`src/rtl/riscv_pkg.sv`:
```
// Shared RV32I definitions: opcodes, instruction classes, loader bundles.
// Opcode constants are shared with the core's opcode decoder.
package riscv_pkg;

    localparam logic [6:0] OP_RTYPE  = 7'b0110011;
    localparam logic [6:0] OP_LOAD   = 7'b0000011;
    localparam logic [6:0] OP_STORE  = 7'b0100011;
    localparam logic [6:0] OP_BRANCH = 7'b1100011;

    localparam logic [6:0] FUNCT7_ALT = 7'b0100000;

    typedef enum logic [1:0] {
        CLS_R      = 2'b00,
        CLS_LOAD   = 2'b01,
        CLS_STORE  = 2'b10,
        CLS_BRANCH = 2'b11
    } instr_class_e;

    typedef struct packed {
        instr_class_e cls;
        logic [4:0]   rd;
        logic [4:0]   rs1;
        logic [4:0]   rs2;
        logic [2:0]   funct3;
        logic         funct7b5;
        logic [12:0]  imm;
    } instr_fields_t;

    typedef enum logic {
        ST_LOAD = 1'b0,
        ST_FULL = 1'b1
    } load_state_e;

    // 13-bit immediate fits the signed 12-bit I/S field.
    function automatic logic imm_fits12(input logic [12:0] imm);
        return imm[12] == imm[11];
    endfunction

endpackage

```
`src/rtl/instr_word_encoder.sv`:
```
// Combinational RV32I encoder: field bundle -> 32-bit word + range flag.
// Ports: fields_i (class/regs/funct/imm), word_o, range_err_o.
module instr_word_encoder
    import riscv_pkg::*;
(
    input  instr_fields_t fields_i,
    output logic [31:0]   word_o,
    output logic          range_err_o
);

    logic [12:0] imm;
    assign imm = fields_i.imm;

    always_comb begin
        word_o      = '0;
        range_err_o = 1'b0;
        unique case (fields_i.cls)
            CLS_R: begin
                word_o = {fields_i.funct7b5 ? FUNCT7_ALT : 7'b0,
                          fields_i.rs2, fields_i.rs1,
                          fields_i.funct3, fields_i.rd, OP_RTYPE};
            end
            CLS_LOAD: begin
                word_o = {imm[11:0], fields_i.rs1,
                          fields_i.funct3, fields_i.rd, OP_LOAD};
                range_err_o = !imm_fits12(imm);
            end
            CLS_STORE: begin
                word_o = {imm[11:5], fields_i.rs2, fields_i.rs1,
                          fields_i.funct3, imm[4:0], OP_STORE};
                range_err_o = !imm_fits12(imm);
            end
            CLS_BRANCH: begin
                // B-type scatters the byte offset; bit 0 is implicit.
                word_o = {imm[12], imm[10:5], fields_i.rs2, fields_i.rs1,
                          fields_i.funct3, imm[4:1], imm[11], OP_BRANCH};
                range_err_o = imm[0];
            end
            default: begin
                word_o      = '0;
                range_err_o = 1'b0;
            end
        endcase
    end

endmodule

```
`src/rtl/instr_encoder.sv`:
```
// Program loader: encodes RV32I field tuples and writes them to imem
// at auto-incrementing word addresses through one registered stage.
// Ports: clk, rst (sync, active-high), clr, in_valid/in_ready handshake,
// in_class/rd/rs1/rs2/funct3/funct7b5/imm fields, imem_we/addr/wdata,
// count, full, err.
// Macro INSTR_ENCODER_CHECK_EN enables immediate range checking.
module instr_encoder
    import riscv_pkg::*;
#(
    parameter int AW = 6
) (
    input  logic          clk,
    input  logic          rst,
    input  logic          clr,
    input  logic          in_valid,
    output logic          in_ready,
    input  logic [1:0]    in_class,
    input  logic [4:0]    rd,
    input  logic [4:0]    rs1,
    input  logic [4:0]    rs2,
    input  logic [2:0]    funct3,
    input  logic          funct7b5,
    input  logic [12:0]   imm,
    output logic          imem_we,
    output logic [AW-1:0] imem_addr,
    output logic [31:0]   imem_wdata,
    output logic [AW:0]   count,
    output logic          full,
    output logic          err
);

    localparam logic [AW:0] LAST = {1'b0, {AW{1'b1}}};
    localparam logic [AW:0] ONE  = {{AW{1'b0}}, 1'b1};

    load_state_e   state_q;
    logic [AW:0]   count_q;
    logic          we_q;
    logic [AW-1:0] addr_q;
    logic [31:0]   wdata_q;
    logic          err_q;

    instr_fields_t fields;
    logic [31:0]   word;
    logic          viol;
    logic          fire;
    logic          rej;
    logic          wr_en;

    always_comb begin
        fields          = '0;
        fields.cls      = instr_class_e'(in_class);
        fields.rd       = rd;
        fields.rs1      = rs1;
        fields.rs2      = rs2;
        fields.funct3   = funct3;
        fields.funct7b5 = funct7b5;
        fields.imm      = imm;
    end

    instr_word_encoder u_enc (
        .fields_i    (fields),
        .word_o      (word),
        .range_err_o (viol)
    );

    assign in_ready = !rst && !clr && (state_q == ST_LOAD);
    assign fire     = in_valid && in_ready;

`ifdef INSTR_ENCODER_CHECK_EN
    // Rejected tuples still complete the handshake but never write.
    assign rej = fire && viol;
`else
    logic unused_viol;
    assign unused_viol = viol;
    assign rej         = 1'b0;
`endif

    assign wr_en = fire && !rej;

    always_ff @(posedge clk) begin
        if (rst) begin
            state_q <= ST_LOAD;
            count_q <= '0;
            we_q    <= 1'b0;
            addr_q  <= '0;
            wdata_q <= '0;
            err_q   <= 1'b0;
        end else begin
            we_q  <= wr_en;
            err_q <= rej;
            if (wr_en) begin
                addr_q  <= count_q[AW-1:0];
                wdata_q <= word;
            end
            // clr never coincides with wr_en since in_ready is low.
            if (clr) begin
                state_q <= ST_LOAD;
                count_q <= '0;
            end else if (wr_en) begin
                count_q <= count_q + ONE;
                if (count_q == LAST) begin
                    state_q <= ST_FULL;
                end
            end
        end
    end

    assign imem_we    = we_q;
    assign imem_addr  = addr_q;
    assign imem_wdata = wdata_q;
    assign count      = count_q;
    assign full       = (state_q == ST_FULL);
    assign err        = err_q;

endmodule

```
`config.mk`:
```
export PLATFORM = sky130hd
export DESIGN_NAME = instr_encoder
export DESIGN_NICKNAME = d
export VERILOG_FILES = /design/src/rtl/riscv_pkg.sv /design/src/rtl/instr_word_encoder.sv /design/src/rtl/instr_encoder.sv
export SDC_FILE = /design/constraint.sdc
export NUM_CORES = 1
export LEC_CHECK = 0
export BUFFER_PORTS_ARGS = -buffer_cell sky130_fd_sc_hd__buf_4
export CORE_MARGIN = 8
export CORE_UTILIZATION = 47
export DETAILED_ROUTE_END_ITERATION = 8
export MAX_ROUTING_LAYER = met4
export PLACE_DENSITY = 0.78
export SETUP_SLACK_MARGIN = 0.02
export SLEW_MARGIN = 20
export SYNTH_ARGS = -nofsm -noshare
export SYNTH_HDL_FRONTEND = slang
export SYNTH_HIERARCHICAL = 1
export SYNTH_SLANG_ARGS = --single-unit
```
`constraint.sdc`:
```
create_clock -name clk -period 3.5 [get_ports clk]
set_input_delay 0.7 -clock clk [delete_from_list [all_inputs] [get_ports clk]]
set_output_delay 0.7 -clock clk [all_outputs]
set_load 0.03 [all_outputs]
```
* After elaboration in Yosys (flattened, before gate mapping)
Index checks and enable logic that the tools add are counted.
Storage, ports and cells: bits in registers 47, output and inout port bits 49, input bits 38, word-level logic and storage cells 21
Operators by class: equality and inequality tests 4, add/sub/neg operators 1, bitwise logic cells 1, reduce and logical (&&, ||, !) cells 8, mux-type cells 2
Operators by type and width (count):
- 32-bit case mux with 4 select lines | 1
- 7-bit by 1-bit adder with 7-bit output (second input constant) | 1
- 7-bit by 6-bit equality test with 1-bit output (second input constant) | 1
- 6-bit two-way mux | 1
- 2-bit equality test (second input constant) | 2
- 1-bit logical AND | 3
- 2-bit by 1-bit equality test with 1-bit output (second input constant) | 1
- 1-bit zero test | 2
- 2-bit zero test | 1
- 2-bit AND reduction | 1
- 2-bit OR reduction | 1
- 1-bit NOT | 1

* Longest topological paths before layout
word-level depth 5, gate-level depth with buffers 7, depth with buffers taken out 6

* Hierarchy
Netlist, hierarchy kept.
By module, submodules not included:
- instr_encoder | times used 1, cells each 209, area an instance 1691.6 um^2
- instr_word_encoder | times used 1, cells each 51, area an instance 404.1 um^2

* Worst setup path before layout
Ideal clock, no wire load.
kind input-to-output, start point input clr, end point output in_ready, data required time 2.800 ns, arrival time 1.425 ns, stages on the path 2, path slack 1.375 ns, path buffers 0, cell sequence or2_2 nor2_1
Between the ends: longest elaborated chain between the ends 3
Ends and longest elaborated chain:
- from (decl) | RTL line instr_encoder.sv:14 | input logic clr,
- 1-bit zero test | RTL line instr_encoder.sv:66 | assign in_ready = !rst && !clr && (state_q == ST_LOAD);
- 1-bit logical AND (2 in a row) | RTL line instr_encoder.sv:66
- to (decl) | RTL line instr_encoder.sv:16 | output logic in_ready,
No other way between the ends.

* Worst setup path in the final report
start point input rst, end point output in_ready
Between the ends: longest elaborated chain between the ends 3
Ends and longest elaborated chain:
- from (decl) | RTL line instr_encoder.sv:13 | input logic rst,
- 1-bit zero test | RTL line instr_encoder.sv:66
- 1-bit logical AND (2 in a row) | RTL line instr_encoder.sv:66
No other way between the ends.

==> results by group <==
STA
  – Slew margin rel.: between 60% and 70%
  – Worst-margin pin slew: approximately 0.50 ns
  – Final worst-path cycle share: 64.8%
  – RSZ-0062 raised after global routing: no
  – Hold Fails Final Rpt: 0
  – Final setup fails: 0
  – Max-slew violations: 0
  – Min cycle time layout: between 2 and 2.5 ns
  – WHS: about 0.46 ns
  – Final setup skew: between 0.0009 and 0.001 ns
  – Setup TNS: 0 ns
  – Fmax: roughly 440 MHz

Placed design
  – Routability-driven placement congestion ratio: approximately 0.73
  – DP HPWL: 3780 um
  – DP Area: between 2000 and 3000 sq um
  – Port bufs: between 80 and 90

Drt
  – M1 WL: ~2200 um
  – First DRT Iteration DRCs: 87
  – Metal2 WL: 2270 um
  – Antenna Nets Post-Route: 0
  – Routed WL per cell: between 10 and 15 um
  – Routed wire length: around 5000 um
  – Max layer used: met4
  – DR WL met3: 518 um
  – DRC viols: 0
  – Vias: around 1800
  – Pre-antenna DRT Iters: 4
  – Vias per Instance: between 4 and 5

Setup path
  – Worst endpoint required time: about 2.8 ns
  – CP arrival: between 1.5 and 2 ns
  – Maximum fanout along the worst path: 42
  – CP startpoint kind: input port
  – CP Capture Type: primary output
  – WS Path Type: in2out

Final layout
  – Share of layout cells above drive strength 1: a little under a third
  – Fillers: about 400
  – Most common cell after layout, fill and taps aside: buf_4
  – Final Cell Area: between 2000 and 3000 sq um
  – Area grow syn2layout: 30.7%
  – Nets: 370
  – Commonest cells after routing, fill and taps aside: buf_4, nand2_1, dfxtp_1
  – Antenna Cells: 0

Global routing
  – Vias in the first global route: 1770
  – Initial antenna violation count: 0
  – Largest net degree at the start of global routing: 48
  – First-pass GRT wire length: 7960 um
  – Total global-route track usage: about 15%
  – Global route total overflow: 0

Die
  – Die W: between 80 and 90 um
  – Initial Util: around half
  – Die area: 6780 sq um
  – I/O pin cnt: 87
  – # rows: 24
  – Core area: approximately 4300 sq um
  – DIE HEIGHT: 82.3 um

Clock network
  – Postcts setup bufs: 0
  – Hold buffer count at cts: 0
  – CTS root buf: clkbuf_8
  – Clock transition at path regs: approximately 0.080 ns
  – CTS tree: done
  – Total clock buffers created by CTS: 5
  – Clock sink count: 47
  – H-tree depth: 2
  – Cts repair resizes: 0
  – Clock Path Buffers: 2
  – Worst skew pair latency: 0.28 ns

Job
  – Max-cap violations: 0

Pwr
  – Total chip power: 0.991 mW
  – PwrDens: 366 nW/um^2
  – Peak VDD IR: roughly 230 uV
  – Static Leak: approximately 1.2 nW

Synth
  – Syn Inst Count: between 200 and 300
  – Yosys Warn Count: 6
  – Synthesized area per cell: approximately 8 sq um
  – Synthesized area: approximately 2100 sq um

Run status
  – Status: completed

Hold path
  – HP Class: reg2reg
## worst paths after layout
kind	startpoint	end	slack (ns)	cells past startpoint
worst min register to register	imem_wdata[28]	imem_wdata[28]	0.46	2
worst min-delay path	imem_wdata[28]	imem_wdata[28]	0.46	2
worst max-delay path	rst	in_ready	1.23	4
worst max register to register	full	count[5]	1.57	4
## area by class of cell
class / count / area (sq um) / area share (%)
clock buffers: 6 / 72.6 / 2.68
inverters: 5 / 18.8 / 0.694
multi-input cells: 179 / 946 / 35.0
repair buffers: 88 / 661 / 24.4
well taps: 52 / 65.1 / 2.41
flip-flops and latches: 47 / 941 / 34.8
## registers in the layout (all words and copies together), names as in the netlist
register / cells
full: 1
imem_we: 1
imem_addr: 6
count: 7
imem_wdata: 32
## power by group
part           leakage, nW  internal (mW)  switching, mW
sequential           0.381          0.546        0.00636
combinational        0.756         0.0675         0.0801
clock               0.0371          0.133          0.157
## critical path, stage by stage
cell	delay (ns)
buf_4	0.23
or2_2	0.37
nor2_1	0.10
buf_4	0.16
## through the flow
stage	util [%]	cells	worst slack [ns]
global placement	61.3	371	0.988
CTS	63.0	377	1.22
finish	63.0	377	1.23
floorplan	-	258	1.37
global route	63.0	377	1.16
detailed placement	61.3	371	0.965
## metal layers
| layer | global-route usage, % | up-vias |
|---|---|---|
| li1 | - | 958 |
| met1 | 18.0 | 817 |
| met2 | 23.7 | 59 |
| met3 | 6.28 | 2 |
| met4 | 2.63 | 0 |
| met5 | - | - |
Note: power is estimated with default switching activity, not from simulation.
